$ cat src/rtl/alu_divider_if.sv
// ============================================================================
// Module   : alu_divider_if
// Purpose  : start/busy/done handshake and operand/result bus for alu_divider
// Revision : 1.0
// ============================================================================
`default_nettype none

interface alu_divider_if #(
  parameter int WIDTH = 32
);
  logic             start_i;
  logic             signed_i;
  logic [WIDTH-1:0] data1_i;
  logic [WIDTH-1:0] data2_i;
  logic             busy_o;
  logic             done_o;
  logic             div_zero_o;
  logic [WIDTH-1:0] quotient_o;
  logic [WIDTH-1:0] remainder_o;

  modport master (
    output start_i, signed_i, data1_i, data2_i,
    input  busy_o, done_o, div_zero_o, quotient_o, remainder_o
  );

  modport slave (
    input  start_i, signed_i, data1_i, data2_i,
    output busy_o, done_o, div_zero_o, quotient_o, remainder_o
  );
endinterface

`default_nettype wire

$ cat src/rtl/alu_divider.sv
// ============================================================================
// Module   : alu_divider
// Purpose  : multi-cycle restoring integer divider (DIV/REM, signed/unsigned)
// Revision : 1.0
// ============================================================================
`default_nettype none

module alu_divider #(
  parameter int WIDTH = 32,
  parameter int CNT_W = 6
) (
  input  logic          clk_i,
  input  logic          rst_i,
  alu_divider_if.slave  bus
);

  typedef enum logic [1:0] {
    S_IDLE = 2'd0,
    S_RUN  = 2'd1,
    S_DONE = 2'd2
  } state_e;

  localparam logic [CNT_W-1:0] C_LAST = CNT_W'(WIDTH - 1);

  state_e           state_q, state_d;
  logic [CNT_W-1:0] cnt_q, cnt_d;
  logic [WIDTH-1:0] rem_q, rem_d;
  logic [WIDTH-1:0] quo_q, quo_d;
  logic [WIDTH-1:0] dvs_q, dvs_d;
  logic             negq_q, negq_d;
  logic             negr_q, negr_d;
  logic [WIDTH-1:0] quotient_q, quotient_d;
  logic [WIDTH-1:0] remainder_q, remainder_d;
  logic             div_zero_q, div_zero_d;

  logic [WIDTH-1:0] w_mag1, w_mag2;
  logic [WIDTH:0]   w_shifted, w_diff;
  logic [WIDTH-1:0] w_rem_step, w_quo_step;

  // Remainder stays below the divisor, so only the shifted trial value needs the extra bit.
  always_comb begin
    w_mag1     = (bus.signed_i && bus.data1_i[WIDTH-1]) ? -bus.data1_i : bus.data1_i;
    w_mag2     = (bus.signed_i && bus.data2_i[WIDTH-1]) ? -bus.data2_i : bus.data2_i;
    w_shifted  = {rem_q, quo_q[WIDTH-1]};
    w_diff     = w_shifted - {1'b0, dvs_q};
    w_rem_step = w_diff[WIDTH] ? w_shifted[WIDTH-1:0] : w_diff[WIDTH-1:0];
    w_quo_step = {quo_q[WIDTH-2:0], ~w_diff[WIDTH]};
  end

  always_comb begin
    state_d     = state_q;
    cnt_d       = cnt_q;
    rem_d       = rem_q;
    quo_d       = quo_q;
    dvs_d       = dvs_q;
    negq_d      = negq_q;
    negr_d      = negr_q;
    quotient_d  = quotient_q;
    remainder_d = remainder_q;
    div_zero_d  = div_zero_q;

    case (state_q)
      S_IDLE: begin
        if (bus.start_i) begin
          negq_d = bus.signed_i & (bus.data1_i[WIDTH-1] ^ bus.data2_i[WIDTH-1]);
          negr_d = bus.signed_i & bus.data1_i[WIDTH-1];
          quo_d  = w_mag1;
          dvs_d  = w_mag2;
          rem_d  = '0;
          cnt_d  = '0;
          if (bus.data2_i == '0) begin
            quotient_d  = '1;
            remainder_d = bus.data1_i;
            div_zero_d  = 1'b1;
            state_d     = S_DONE;
          end else begin
            state_d = S_RUN;
          end
        end
      end

      S_RUN: begin
        rem_d = w_rem_step;
        quo_d = w_quo_step;
        cnt_d = cnt_q + 1'b1;
        if (cnt_q == C_LAST) begin
          quotient_d  = negq_q ? -w_quo_step : w_quo_step;
          remainder_d = negr_q ? -w_rem_step : w_rem_step;
          div_zero_d  = 1'b0;
          state_d     = S_DONE;
        end
      end

      S_DONE: state_d = S_IDLE;

      default: state_d = S_IDLE;
    endcase
  end

  always_ff @(posedge clk_i) begin
    if (rst_i) begin
      state_q     <= S_IDLE;
      cnt_q       <= '0;
      rem_q       <= '0;
      quo_q       <= '0;
      dvs_q       <= '0;
      negq_q      <= 1'b0;
      negr_q      <= 1'b0;
      quotient_q  <= '0;
      remainder_q <= '0;
      div_zero_q  <= 1'b0;
    end else begin
      state_q     <= state_d;
      cnt_q       <= cnt_d;
      rem_q       <= rem_d;
      quo_q       <= quo_d;
      dvs_q       <= dvs_d;
      negq_q      <= negq_d;
      negr_q      <= negr_d;
      quotient_q  <= quotient_d;
      remainder_q <= remainder_d;
      div_zero_q  <= div_zero_d;
    end
  end

  assign bus.busy_o      = (state_q == S_RUN);
  assign bus.done_o      = (state_q == S_DONE);
  assign bus.div_zero_o  = div_zero_q;
  assign bus.quotient_o  = quotient_q;
  assign bus.remainder_o = remainder_q;

endmodule

`default_nettype wire

$ cat src/flat_wrapper.sv
// flat-port wrapper written by rule: the top's interface ports become plain ports
module alu_divider_flat 
#(
  parameter int WIDTH = 32,
  parameter int CNT_W = 6
)
  (clk_i, rst_i, bus_start_i, bus_signed_i, bus_data1_i, bus_data2_i, bus_busy_o, bus_done_o, bus_div_zero_o, bus_quotient_o, bus_remainder_o);
  alu_divider_if #(.WIDTH(WIDTH)) bus_i ();
  input  logic clk_i;
  input  logic rst_i;
  input wire logic [$bits(bus_i.start_i)-1:0] bus_start_i;
  input wire logic [$bits(bus_i.signed_i)-1:0] bus_signed_i;
  input wire logic [$bits(bus_i.data1_i)-1:0] bus_data1_i;
  input wire logic [$bits(bus_i.data2_i)-1:0] bus_data2_i;
  output wire logic [$bits(bus_i.busy_o)-1:0] bus_busy_o;
  output wire logic [$bits(bus_i.done_o)-1:0] bus_done_o;
  output wire logic [$bits(bus_i.div_zero_o)-1:0] bus_div_zero_o;
  output wire logic [$bits(bus_i.quotient_o)-1:0] bus_quotient_o;
  output wire logic [$bits(bus_i.remainder_o)-1:0] bus_remainder_o;
  assign bus_i.start_i = bus_start_i;
  assign bus_i.signed_i = bus_signed_i;
  assign bus_i.data1_i = bus_data1_i;
  assign bus_i.data2_i = bus_data2_i;
  assign bus_busy_o = bus_i.busy_o;
  assign bus_done_o = bus_i.done_o;
  assign bus_div_zero_o = bus_i.div_zero_o;
  assign bus_quotient_o = bus_i.quotient_o;
  assign bus_remainder_o = bus_i.remainder_o;
  alu_divider #(.WIDTH(WIDTH), .CNT_W(CNT_W)) u_core (.clk_i(clk_i), .rst_i(rst_i), .bus(bus_i));
endmodule
$ cat config.mk
export PLATFORM = sky130hd
export DESIGN_NAME = alu_divider_flat
export DESIGN_NICKNAME = d
export VERILOG_FILES = /design/src/rtl/alu_divider_if.sv /design/src/rtl/alu_divider.sv /design/src/flat_wrapper.sv
export SDC_FILE = /design/constraint.sdc
export NUM_CORES = 1
export LEC_CHECK = 0
export ABC_AREA = 1
export BUFFER_PORTS_ARGS = -buffer_cell sky130_fd_sc_hd__buf_2
export CELL_PAD_IN_SITES_DETAIL_PLACEMENT = 1
export CELL_PAD_IN_SITES_GLOBAL_PLACEMENT = 1
export CORE_MARGIN = 2
export CORE_UTILIZATION = 45
export DETAILED_ROUTE_END_ITERATION = 8
export GPL_TIMING_DRIVEN = 0
export PLACE_DENSITY = 0.95
export SKIP_LAST_GASP = 1
export SYNTH_ARGS = -nofsm -noshare
export SYNTH_HDL_FRONTEND = slang
export SYNTH_SLANG_ARGS = --single-unit
$ cat constraint.sdc
create_clock -name clk_i -period 8.75 [get_ports clk_i]
set_input_delay 1.75 -clock clk_i [delete_from_list [all_inputs] [get_ports clk_i]]
set_output_delay 1.75 -clock clk_i [all_outputs]
set_load 0.01 [all_outputs]
# Word level (Yosys, flattened, before mapping)
# Index checks and enable logic that the tools add are counted.
[word_totals]
elab_cells = 62
output_inout_bits = 67
reg_bits = 171
inputBits = 68
[classes]
n_reduce_logical = 9
n_eq_ne = 6
mux = 27
n_bitwise = 4
addsub = 6
[op_table]
columns = ["operator", "n"]
rows = [
  ["$mux W32", 13],
  ["$pmux W32 S2", 4],
  ["$neg A32 Y32", 4],
  ["$sub A33 B32 Y33", 1],
  ["$logic_not A32 Y1", 1],
  ["$pmux W6 S2", 1],
  ["$add A6 B1 Y6 const B", 1],
  ["$eq A6 B5 Y1 const B", 1],
  ["$mux W2", 3],
  ["$mux W6", 1],
  ["$reduce_and A2 Y1", 3],
  ["$ne A2 B1 Y1 const B", 2],
  ["$pmux W2 S2", 1],
  ["$reduce_and A4 Y1", 1],
  ["$mux W1", 3],
  ["$and A1 B1 Y1", 2],
  ["$eq A2 B1 Y1 const B", 1],
  ["$eq A2 B2 Y1 const B", 1],
  ["$logic_and A1 B1 Y1", 2],
  ["$logic_not A2 Y1", 1],
  ["$ne A2 B2 Y1 const B", 1],
  ["$pmux W1 S2", 1],
  ["$reduce_bool A2 Y1", 1],
  ["$not A1 Y1", 1],
  ["$xor A1 B1 Y1", 1],
]

# Longest topological paths before layout
# Gate-level depths: netlist (run 1).
[depth]
word_depth = 6
depth_mapped = 31
depth_no_buf = 29

# Worst setup path after synthesis (run 1)
# Ideal clock, no wire load.
[synth_path]
path_type = "flip-flop to flip-flop"
from = "register u_core.quo_q[31]"
to = "register u_core.quotient_q[30], in the netlist u_core.bus.quotient_o[30]"
path_stages_with_launch = 29
arrival_time_ns = 3.798
n_path_buf = 2
path_slack_ns = 4.815
setup_time_ns = 0.138
cell_sequence = "dfxtp_1 > inv_1 > ha_1 > inv_1 > fa_1 > nand2_1 > nand2_1 > nand3_1 > nand2_2 > nand2_2 > nand2_2 > nand2_2 > nand3_1 > nand2_2 > buf_6 > buf_6 > ha_1 > inv_1 > nor3_1 > nand2_1 > nor3_1 > nand2_1 > o21ai_1 > nand2_1 > a21oi_1 > o21ai_1 > o31ai_1 > xor2_1 > a31oi_1"
[synth_via]
elab_chain_len = 6
[synth_rtl]
columns = ["item", "line", "rtl"]
rows = [
  ["start: declaration", "alu_divider.sv:28", "logic [WIDTH-1:0] quo_q, quo_d;"],
  ["start signal: assignment", "alu_divider.sv:116", "quo_q <= quo_d;"],
  ["$sub A33 B32 Y33", "alu_divider.sv:45", "w_diff = w_shifted - {1'b0, dvs_q};"],
  ["$not A1 Y1", "alu_divider.sv:47", "w_quo_step = {quo_q[WIDTH-2:0], ~w_diff[WIDTH]};"],
  ["$neg A32 Y32", "alu_divider.sv:87", "quotient_d = negq_q ? -w_quo_step : w_quo_step;"],
  ["$mux W32", "alu_divider.sv:87", ""],
  ["$mux W32", "alu_divider.sv:86", "if (cnt_q == C_LAST) begin"],
  ["$pmux W32 S2", "alu_divider.sv:62", "case (state_q)"],
  ["end signal: assignment", "alu_divider.sv:120", "quotient_q <= quotient_d;"],
  ["end: declaration", "alu_divider.sv:32", "logic [WIDTH-1:0] quotient_q, quotient_d;"],
]
# No other way between the ends. The select of a mux whose other input is x is not followed.
# A chain may end at the register's enable or synchronous reset.

# Worst setup path in the final report (run 1)
[layout_path]
from = "register u_core.quo_q[31]"
to = "register u_core.quotient_q[28], in the netlist u_core.bus.quotient_o[28]"
# Same word-level chain as after synthesis.

==> flow_summary.json, run 1 <==
{
  "antenna_left": 0,
  "top_layer_used": "met5",
  "htree_levels": 4,
  "grt_usage": 0.440,
  "synth_edf_count": 0,
  "wl_met3_um": 7950,
  "syn_area_mm2": 0.0132,
  "grt_pass1_wl_um": 102000,
  "vias_per_cell": 6.12,
  "cts_made_buffers": 17,
  "io_pins": 135,
  "hp-class": "reg -> reg",
  "syn_to_final_growth_pct": 13.4,
  "die_area_mm2": 0.0307,
  "p_total_mw": 3.84,
  "routed_wl_um": 68200,
  "grt_max_degree": 17,
  "drv_slew": 0,
  "worstSetupPathType": "reg -> reg",
  "min_period_over_period": 0.656,
  "irDropWorstVdd_mv": 0.167,
  "die_h_um": 175,
  "core_mm2": 0.0288,
  "clk_latency_ps": 480,
  "p_per_area_mw_per_mm2": 256,
  "rsz0062_at_grt": "no",
  "synthFlopType": "dfxtp_1",
  "ctsHoldBuffers": 0,
  "wl_met2_um": 28900,
  "multi_input_area_mm2": 0.00815,
  "port-buffer-count": 134,
  "fp-row-count": 62,
  "synthCells": 2259,
  "finalCriticalPeriod_ps": 5740,
  "fillCellCount": 4199,
  "cts-root-buf": "clkbuf_16",
  "synth_top_cells_by_area": "dfxtp_1 26%, nand2_1 19%, inv_1 9.0%",
  "fin_skew_ps": 21.1,
  "async_flop_share": 0,
  "cts_tree": "yes",
  "cts_sinks": 171,
  "synthesis.nets": 2365,
  "firstDrtPassIters": 6,
  "yosysUniqueCellTypes": 54,
  "cts_resized": 0,
  "post_synth.cell_area_avg_um2": 5.85,
  "antennaDiodeCount": 0,
  "met1_length_um": 28100,
  "critPathSlowestCell": "fa_1",
  "max_cap_violations": 0,
  "overflow": 0,
  "cp_slowest_stage_delay_ps": 470,
  "clockBufferDepth": 2,
  "arrival_ps": 6060,
  "synth-seq-cells": 171,
  "status": "finished, final reports clean",
  "initial_core_util": 0.459,
  "dieWidth_um": 175,
  "worstSetupEndpointType": "register",
  "postCtsSetupBuffers": 0,
  "p_leak_nw": 7.48,
  "slew-limit-headroom": 0.280,
  "synth_seq_area_share": 0.259,
  "drc": 0,
  "grt_pass1_vias": 16890,
  "seq_area_mm2": 0.00342,
  "cp-start-kind": "register",
  "place_hpwl_um": 53000,
  "hold_viol": 0,
  "worst-path-max-fanout": 10,
  "setup_violations": 0,
  "drtIter0Drc": 1977,
  "cts.clk_slew.worst_paths_ps": 70,
  "num-nets-final": 2518,
  "ys_warn_count": 0,
  "worst_slew_pin_slew_ps": 1080,
  "synth_top_cell_area_share": 0.259,
  "gp_congestion": 1.03,
  "critPathRequiredTime_ps": 9070,
  "drive_above_1_share": 0.0986,
  "hold-worst-slack_ps": 473,
  "antenna_found_initial": 2,
  "setup_tns_ps": 0,
  "dr_total_vias": 17196,
  "drt-wirelength-per-cell_um": 24.3,
  "max_freq_ghz": 0.174,
  "yosys.area.top_type": "dfxtp_1"
}
## kinds of logic after synthesis
kind of cell / synth area share
DFF: 0.259
and+or+nand+nor: 0.364
buffers and inverters: 0.124
adders and majority gates: 0.0366
muxes: 0.00152
AOI/OAI and AO/OA: 0.184
xor gates and xnor gates: 0.0312
## final timing paths
path / from / endpoint / slack [ps] / depth (start not counted)
hold / removal: u_core.bus.div_zero_o / u_core.bus.div_zero_o / 470 / 2
setup reg to reg: u_core.quo_q[31] / u_core.bus.quotient_o[28] / 3010 / 30
setup / recovery: u_core.quo_q[31] / u_core.bus.quotient_o[28] / 3010 / 30
hold reg to reg: u_core.bus.div_zero_o / u_core.bus.div_zero_o / 470 / 2
## routing by layer
metal	track usage	vias up
met2	0.665	1066
li1	-	7591
met5	0	-
met3	0.113	279
met4	0.194	4
met1	0.591	8256
## cell usage in the layout, fill, tap and decap left out, drive strengths merged, types with 3 or more instances in the layout
cell type	synthesis	layout
inv	324	329
o221ai	20	20
a311oi	5	5
nand3	147	147
o211ai	11	11
nand2	694	694
and2	5	5
a21oi	176	176
o21ai	158	158
a31oi	23	23
nor4	8	8
nor3	31	31
a221oi	3	3
nand4	21	21
or2	8	8
o21bai	5	5
nor2	233	233
o31ai	9	9
dfxtp	171	171
buf	24	158
a211oi	9	9
ha	37	37
xor2	31	31
clkinvlp	0	3
bufinv	0	3
clkinv	3	7
xnor2	16	16
clkbuf	67	84
nand3b	6	6
## stage by stage
step	utilization	instances	setup slack [ps]	cell area, um^2
2_1_floorplan	-	2259	4810	13200
3_5_place_dp	0.499	2777	3220	14400
6_report	0.520	2809	3010	15000
3_3_place_gp	0.499	2777	3350	14400
5_1_grt	0.520	2809	2760	15000
4_1_cts	0.520	2809	3270	15000
## flip-flops by register name, summed over array words and instances (netlist names)
register                cells
u_core.negq_q               1
u_core.bus.quotient_o      32
u_core.bus.remainder_o     32
u_core.dvs_q               32
u_core.negr_q               1
u_core.state_q              2
u_core.quo_q               32
u_core.bus.div_zero_o       1
u_core.rem_q               32
u_core.cnt_q                6
## area by class of cell
class                      count  area share
clock buffer                  17      0.0284
timing repair buffer         134      0.0448
multi-input combinational   1670       0.544
clock inverter                15      0.0127
sequential                   171       0.229
tap                          384      0.0321
buffer                        91      0.0272
inverter                     327      0.0819
## synthesized netlist by cell type, drive strengths merged, types with 5 or more instances
cell / n
xor2: 31
o31ai: 9
o221ai: 20
o21bai: 5
dfxtp: 171
nand4: 21
or2: 8
o21ai: 158
clkbuf: 67
buf: 24
nand3b: 6
inv: 324
a31oi: 23
nor4: 8
a21oi: 176
a211oi: 9
nand3: 147
nor2: 233
xnor2: 16
nor3: 31
ha: 37
a311oi: 5
nand2: 694
o211ai: 11
and2: 5
## worst max-delay path: cells and delay by family, from the launching register on
kind | cells | cell delay [ps]
flops | 1 | 340
buf+inv | 5 | 720
xor+xnor | 1 | 190
fa+ha+maj | 3 | 840
compound gates | 1 | 100
simple gates | 20 | 3350
## report_power, final
group | leakage [nW] | switching [mW] | internal (mW)
combinational | 5.79 | 1.48 | 0.575
sequential | 1.40 | 0.0814 | 0.856
clock | 0.293 | 0.387 | 0.455
total | 7.48 | 1.95 | 1.89
(Power assumes the default switching activity.)
==> run 2: changes to the inputs <==
Settings changed: ABC_AREA 1 to 0, CORE_UTILIZATION 45 to 44, PLACE_DENSITY 0.95 to 0.92.
Clock period 8.75 ns to 6 ns, I/O delays scaled along.
==> run 2 against run 1 <==
Compared with the run above:
- clock-buffer cell count is the same
- final cell count is 27% lower
- fmax up 0.48%
- synthesized area shrank 12%
- wire length shrank 27%
- final area shrank 11%
- register-to-register slack worse by 2700 ps
- hold slack got worse by 12 ps
- sequential cell count did not move
- clock power grew 38%
- combinational power fell by 26%
- largest power group unchanged
==> flow_summary.json, run 2 <==
{
  "yosys.area.top_type": "dfxtp_1",
  "vias_per_cell": 6.46,
  "postPlaceCellArea_mm2": 0.0127,
  "synth_edf_count": 0,
  "die_area_mm2": 0.0277,
  "max_cap_violations": 0,
  "p_seq_frac": 0.333,
  "arrival_ps": 6030,
  "fp-row-count": 59,
  "grt_pass1_wl_um": 75500,
  "grt_usage": 0.345,
  "syn_area_mm2": 0.0116,
  "layout_common_cells": "277 x nor2_1, 171 x dfxtp_1, 146 x buf_2, 137 x a21oi_1, 132 x nand2_1",
  "yosysMostFrequentCell": "nor2_1",
  "antenna_left": 0,
  "drv_slew": 0,
  "ctsHoldBuffers": 0,
  "pwr-share-comb": 0.380,
  "overflow": 0,
  "yosysUniqueCellTypes": 83,
  "cts_sinks": 171,
  "p_total_mw": 4.02,
  "slew-limit-headroom": 0.224,
  "port-buffer-count": 132,
  "drt-wirelength-per-cell_um": 24.0,
  "synth_top_cells_by_area": "dfxtp_1 30%, nor2_1 9.0%, a21oi_1 5.9%",
  "synthFlopType": "dfxtp_1",
  "syn_to_final_growth_pct": 14.7,
  "p_leak_nw": 5.30,
  "synth_top_cell_area_share": 0.295,
  "worst_slew_pin_slew_ps": 1160,
  "power.internal_mw": 2.32,
  "p_per_area_mw_per_mm2": 302,
  "cp-start-kind": "register",
  "drtIter0Drc": 1457,
  "setup_violations": 0,
  "num-nets-final": 1821,
  "initial_core_util": 0.446,
  "post_synth.cell_area_avg_um2": 7.42,
  "core_mm2": 0.0260,
  "clk_latency_ps": 460,
  "clock_power_share": 0.288,
  "min_period_over_period": 0.953,
  "die_h_um": 166,
  "firstDrtPassIters": 6,
  "fin_skew_ps": 25.6,
  "async_flop_share": 0,
  "hp-class": "reg -> reg",
  "cts_tree": "yes",
  "synthCells": 1564,
  "rsz0062_at_grt": "no",
  "max_freq_ghz": 0.175,
  "grt_max_degree": 20,
  "hold_viol": 0,
  "swShare": 0.423,
  "routed_wl_um": 49500,
  "io_pins": 135,
  "grt_pass1_vias": 13510,
  "irDropWorstVdd_mv": 0.129,
  "worstSetupEndpointType": "register",
  "clockBufferDepth": 2,
  "status": "finished, final reports clean",
  "gp_congestion": 0.938,
  "synth-seq-cells": 171,
  "worstSetupPathType": "reg -> reg",
  "worst-path-max-fanout": 19,
  "worstRegToRegCells": 21,
  "htree_levels": 4,
  "ys_warn_count": 0,
  "place_hpwl_um": 36700,
  "final_util": 0.512,
  "postLayoutCellArea_mm2": 0.0133,
  "finalCriticalPeriod_ps": 5720,
  "cts_made_buffers": 17,
  "synthesis.nets": 1670,
  "cts-root-buf": "clkbuf_16",
  "drive_above_1_share": 0.125,
  "switchingPower_mw": 1.70,
  "yosys-top-cells-count": "277 x nor2_1, 171 x dfxtp_1, 137 x a21oi_1",
  "rrSetupSlack_ps": 280,
  "cts.clk_slew.worst_paths_ps": 80,
  "final_common_cell": "nor2_1",
  "antenna_found_initial": 2,
  "synth_seq_area_share": 0.295,
  "dr_total_vias": 13335,
  "critPathRequiredTime_ps": 6310,
  "drc": 0,
  "worst_hold_path.num_cells": 2,
  "dieWidth_um": 166
}
-- run 2: cell types whose count changed after synthesis, sizes merged, moves of 51 or more --
cell / previous run / this run
nand2: 694 / 133
inv: 324 / 48
nand3: 147 / 22
o21ai: 158 / 71
a211oi: 9 / 89
xnor2: 16 / 67
-- run 2: path summary, 6_finish.rpt --
check                    from                    endpoint
max          u_core.quo_q[31]  u_core.bus.remainder_o[28]
min          u_core.dvs_q[30]            u_core.dvs_q[30]
max reg2reg  u_core.quo_q[31]  u_core.bus.remainder_o[28]
min reg2reg  u_core.dvs_q[30]            u_core.dvs_q[30]
-- run 2: kinds of logic (layout without fill, tap and decap cells) --
group | count (synthesis) | count (layout) | share of synthesized area
compound gates | 464 | 464 | 0.263
xor+xnor | 133 | 133 | 0.100
fa+ha+maj | 38 | 38 | 0.0416
buf+inv | 150 | 314 | 0.0538
flops | 171 | 171 | 0.295
mux | 21 | 21 | 0.0190
other cells | 0 | 1 | 0
simple gates | 587 | 587 | 0.227
-- run 2: through the flow --
| step | setup TNS, ps | hold slack, ps | cells | setup slack (ps) |
|---|---|---|---|---|
| floorplan | 0 | 432 | 1564 | 1070 |
| global placement | -380 | 443 | 2031 | -201 |
| detailed placement | -850 | 452 | 2031 | -360 |
| CTS | 0 | 462 | 2061 | 152 |
| global route | 0 | 485 | 2064 | 113 |
| finish | 0 | 461 | 2064 | 285 |
-- run 2: power by group through the flow --
stage	clock [mW]	sequential [mW]	combinational [mW]
finish	1.16	1.34	1.53
global placement	0	1.35	1.38
detailed placement	0	1.36	1.43
CTS	1.14	1.33	1.47
floorplan	0	1.35	0.968
global route	1.19	1.35	1.62
-- run 2: repair_timing --
action / CTS / global route
resized for setup: 1 / 5
pin swaps: 0 / 1
setup buffers: 0 / 2
endpoints found under the setup margin: 3 / 3
gates cloned: 0 / 0
-- run 2: area by class of cell --
cell class,count,area [um^2]
clock buffers,17,425
clock inverters,15,178
fillers,3376,12700
flip-flops and latches,171,3420
inverters,49,186
diodes,1,2.50
plain buffers,99,435
well taps,335,419
multi-input cells,1243,7570
repair buffers,134,676
-- run 2: critical path, cell delays in order, from the launching register on --
cell and delay [ps]:
dfxtp_1 380, inv_1 80, ha_1 150, inv_1 50
fa_1 470, a211oi_4 350, o211ai_1 190, nand2_2 170
a21oi_2 110, o21a_1 170, buf_2 180, nor2_4 320
inv_4 190, buf_4 250, a21oi_1 280, ha_1 320
o221ai_2 220, and4bb_1 430, or3b_1 430, o311ai_1 400
mux2i_1 290, a211oi_2 90
-- run 2: routing by layer --
metal  vias to the layer above  routed length [um]  track usage
met5                         -                  13            0
met2                       788               22300        0.551
met1                      6433               19600        0.432
met3                       208                4990       0.0772
met4                         2                2580        0.189
li1                       5904                   -            -
==> run 3: changes to the inputs <==
Settings changed: PLACE_DENSITY 0.92 to unset, PLACE_DENSITY_LB_ADDON set to 0.1, RECOVER_POWER set to 25.
==> run 3 against run 2 <==
Compared with the run above:
- sequential share of layout area rose by 0.22 points
- via count fell by 5.0%
- final cell count fell by 0.15%
- core utilization fell by 0.44 points
- total power fell by 2.2%
- register-to-register slack barely moved
- global-route usage fell by 1.2 points
- wire length fell by 5.0%
- sequential cell count did not move
- sequential power barely moved
- critical path type unchanged
==> flow_summary.json, run 3 (synthesis results as in run 2) <==
{
  "setup_violations": 0,
  "grt_pass1_vias": 12855,
  "routed_wl_um": 47100,
  "worstSetupPathType": "reg -> reg",
  "worst_slew_pin_slew_ps": 1090,
  "place_hpwl_um": 37000,
  "overflow": 0,
  "hp-class": "reg -> reg",
  "syn_to_final_growth_pct": 13.8,
  "ctsHoldBuffers": 0,
  "num-nets-final": 1819,
  "gp_congestion": 0.900,
  "max_freq_ghz": 0.175,
  "slew-limit-headroom": 0.273,
  "rrSetupSlack_ps": 280,
  "r2r-end": "u_core.bus.remainder_o[28]",
  "drc": 0,
  "p_leak_nw": 5.04,
  "startpoint": "u_core.quo_q[31]",
  "port-buffer-count": 132,
  "max_cap_violations": 0,
  "swShare": 0.413,
  "switchingPower_mw": 1.62,
  "postLayoutCellArea_mm2": 0.0132,
  "htree_levels": 4,
  "cts_sinks": 171,
  "postPlaceCellArea_mm2": 0.0127,
  "antenna_found_initial": 1,
  "clockBufferDepth": 2,
  "pwr-share-comb": 0.373,
  "cts_tree": "yes",
  "endpoint": "u_core.bus.remainder_o[28]",
  "cp_slowest_stage_delay_ps": 470,
  "final_common_cell": "nor2_1",
  "reg2reg_from": "u_core.quo_q[31]",
  "p_per_area_mw_per_mm2": 298,
  "critPathRequiredTime_ps": 6290,
  "firstDrtPassIters": 6,
  "arrival_ps": 6020,
  "hold_viol": 0,
  "drive_above_1_share": 0.0898,
  "io_pins": 135,
  "grt_pass1_wl_um": 72300,
  "worst-path-max-fanout": 19,
  "worstSetupEndpointType": "register",
  "vias_per_cell": 6.15,
  "fin_skew_ps": 18.5,
  "power.internal_mw": 2.31,
  "cts_made_buffers": 17,
  "critPathSlowestCell": "fa_1",
  "layout_common_cells": "277 x nor2_1, 171 x dfxtp_1, 137 x a21oi_1, 132 x nand2_1, 130 x clkbuf_1",
  "cts.clk_slew.worst_paths_ps": 80,
  "p_seq_frac": 0.340,
  "dr_total_vias": 12667,
  "fp-row-count": 59,
  "antenna_left": 0,
  "dieWidth_um": 166,
  "die_area_mm2": 0.0277,
  "drtIter0Drc": 977,
  "cp-start-kind": "register",
  "fillCellCount": 3408,
  "cts-root-buf": "clkbuf_16",
  "worstRegToRegCells": 21,
  "dpl_worst_slack_ps": -498,
  "drv_slew": 0,
  "drt-wirelength-per-cell_um": 22.8,
  "die_h_um": 166,
  "initial_core_util": 0.446,
  "finalCriticalPeriod_ps": 5720,
  "grt_max_degree": 20,
  "path_cells": "inv_1, ha_1, inv_1, fa_1, a211oi_4, o211ai_1, nand2_2, a21oi_2, nor3_4, nor2_4, inv_4, buf_4, nor2_1, a21oi_1, ha_1, o221ai_2, and4bb_1, or3b_1, o311ai_1, mux2i_1, a211oi_2",
  "clk_latency_ps": 450,
  "antennaDiodeCount": 0,
  "irDropWorstVdd_mv": 0.216,
  "rsz0062_at_grt": "no",
  "core_mm2": 0.0260,
  "clock_power_share": 0.287,
  "grt_usage": 0.333,
  "min_period_over_period": 0.954,
  "setup_ws_ps": 279,
  "status": "finished, final reports clean"
}
[run 3: worst max-delay path, delay by kind of cell, from the launching register on]
kind | cells | cell delay, ps
simple gates | 6 | 1560
compound gates | 7 | 1640
fa+ha+maj | 3 | 960
buf+inv | 4 | 690
flops | 1 | 400
mux | 1 | 290
[run 3: metrics by stage]
step	setup TNS (ps)	hold slack (ps)	total power, mW	utilization	instances
after floorplan	0	432	2.32	-	1564
after global placement	-1130	442	2.76	0.488	2031
after detailed placement	-1270	448	2.79	0.488	2031
after CTS	0	458	3.91	0.510	2061
after global routing	0	486	4.12	0.508	2061
final	0	457	3.93	0.508	2061
[run 3: area by class of cell]
| cell class | count | area, um^2 | area share |
|---|---|---|---|
| Tap cell | 335 | 419 | 0.0318 |
| Inverter | 49 | 186 | 0.0141 |
| Clock inverter | 14 | 143 | 0.0108 |
| Timing Repair Buffer | 132 | 588 | 0.0446 |
| Sequential cell | 171 | 3420 | 0.259 |
| Multi-Input combinational cell | 1243 | 7570 | 0.573 |
| Clock buffer | 18 | 439 | 0.0333 |
| Buffer | 99 | 432 | 0.0327 |
[run 3: repair_timing]
item	in CTS	in global routing
buffers inserted	0	0
endpoints found under the setup margin	3	3
resized for setup	1	5
[run 3: how the worst min path moves through the flow]
stage / start / endpoint / slack (ps) / cells past startpoint
6_report: u_core.dvs_q[26] / u_core.dvs_q[26] / 460 / 2
5_1_grt: u_core.dvs_q[30] / u_core.dvs_q[30] / 490 / 2
4_1_cts: u_core.dvs_q[26] / u_core.dvs_q[26] / 460 / 2
3_5_place_dp: u_core.dvs_q[26] / u_core.dvs_q[26] / 450 / 2
3_3_place_gp: u_core.dvs_q[31] / u_core.dvs_q[31] / 440 / 2
2_1_floorplan: u_core.dvs_q[26] / u_core.dvs_q[26] / 430 / 2
[run 3: power by group through the flow]
stage | Clock, mW | Sequential, mW | Combinational [mW]
floorplan | 0 | 1.35 | 0.968
global placement | 0 | 1.35 | 1.40
detailed placement | 0 | 1.36 | 1.44
CTS | 1.13 | 1.33 | 1.45
global route | 1.17 | 1.35 | 1.60
finish | 1.13 | 1.33 | 1.47
[run 3: layer usage]
layer | wire [um] | part of all wire | GRT usage | vias to the layer above
li1 | - | - | - | 5892
met1 | 21000 | 0.45 | 0.445 | 6198
met2 | 20600 | 0.44 | 0.520 | 482
met3 | 3840 | 0.082 | 0.0846 | 95
met4 | 1600 | 0.034 | 0.124 | 0
met5 | 0 | 0 | 0 | -
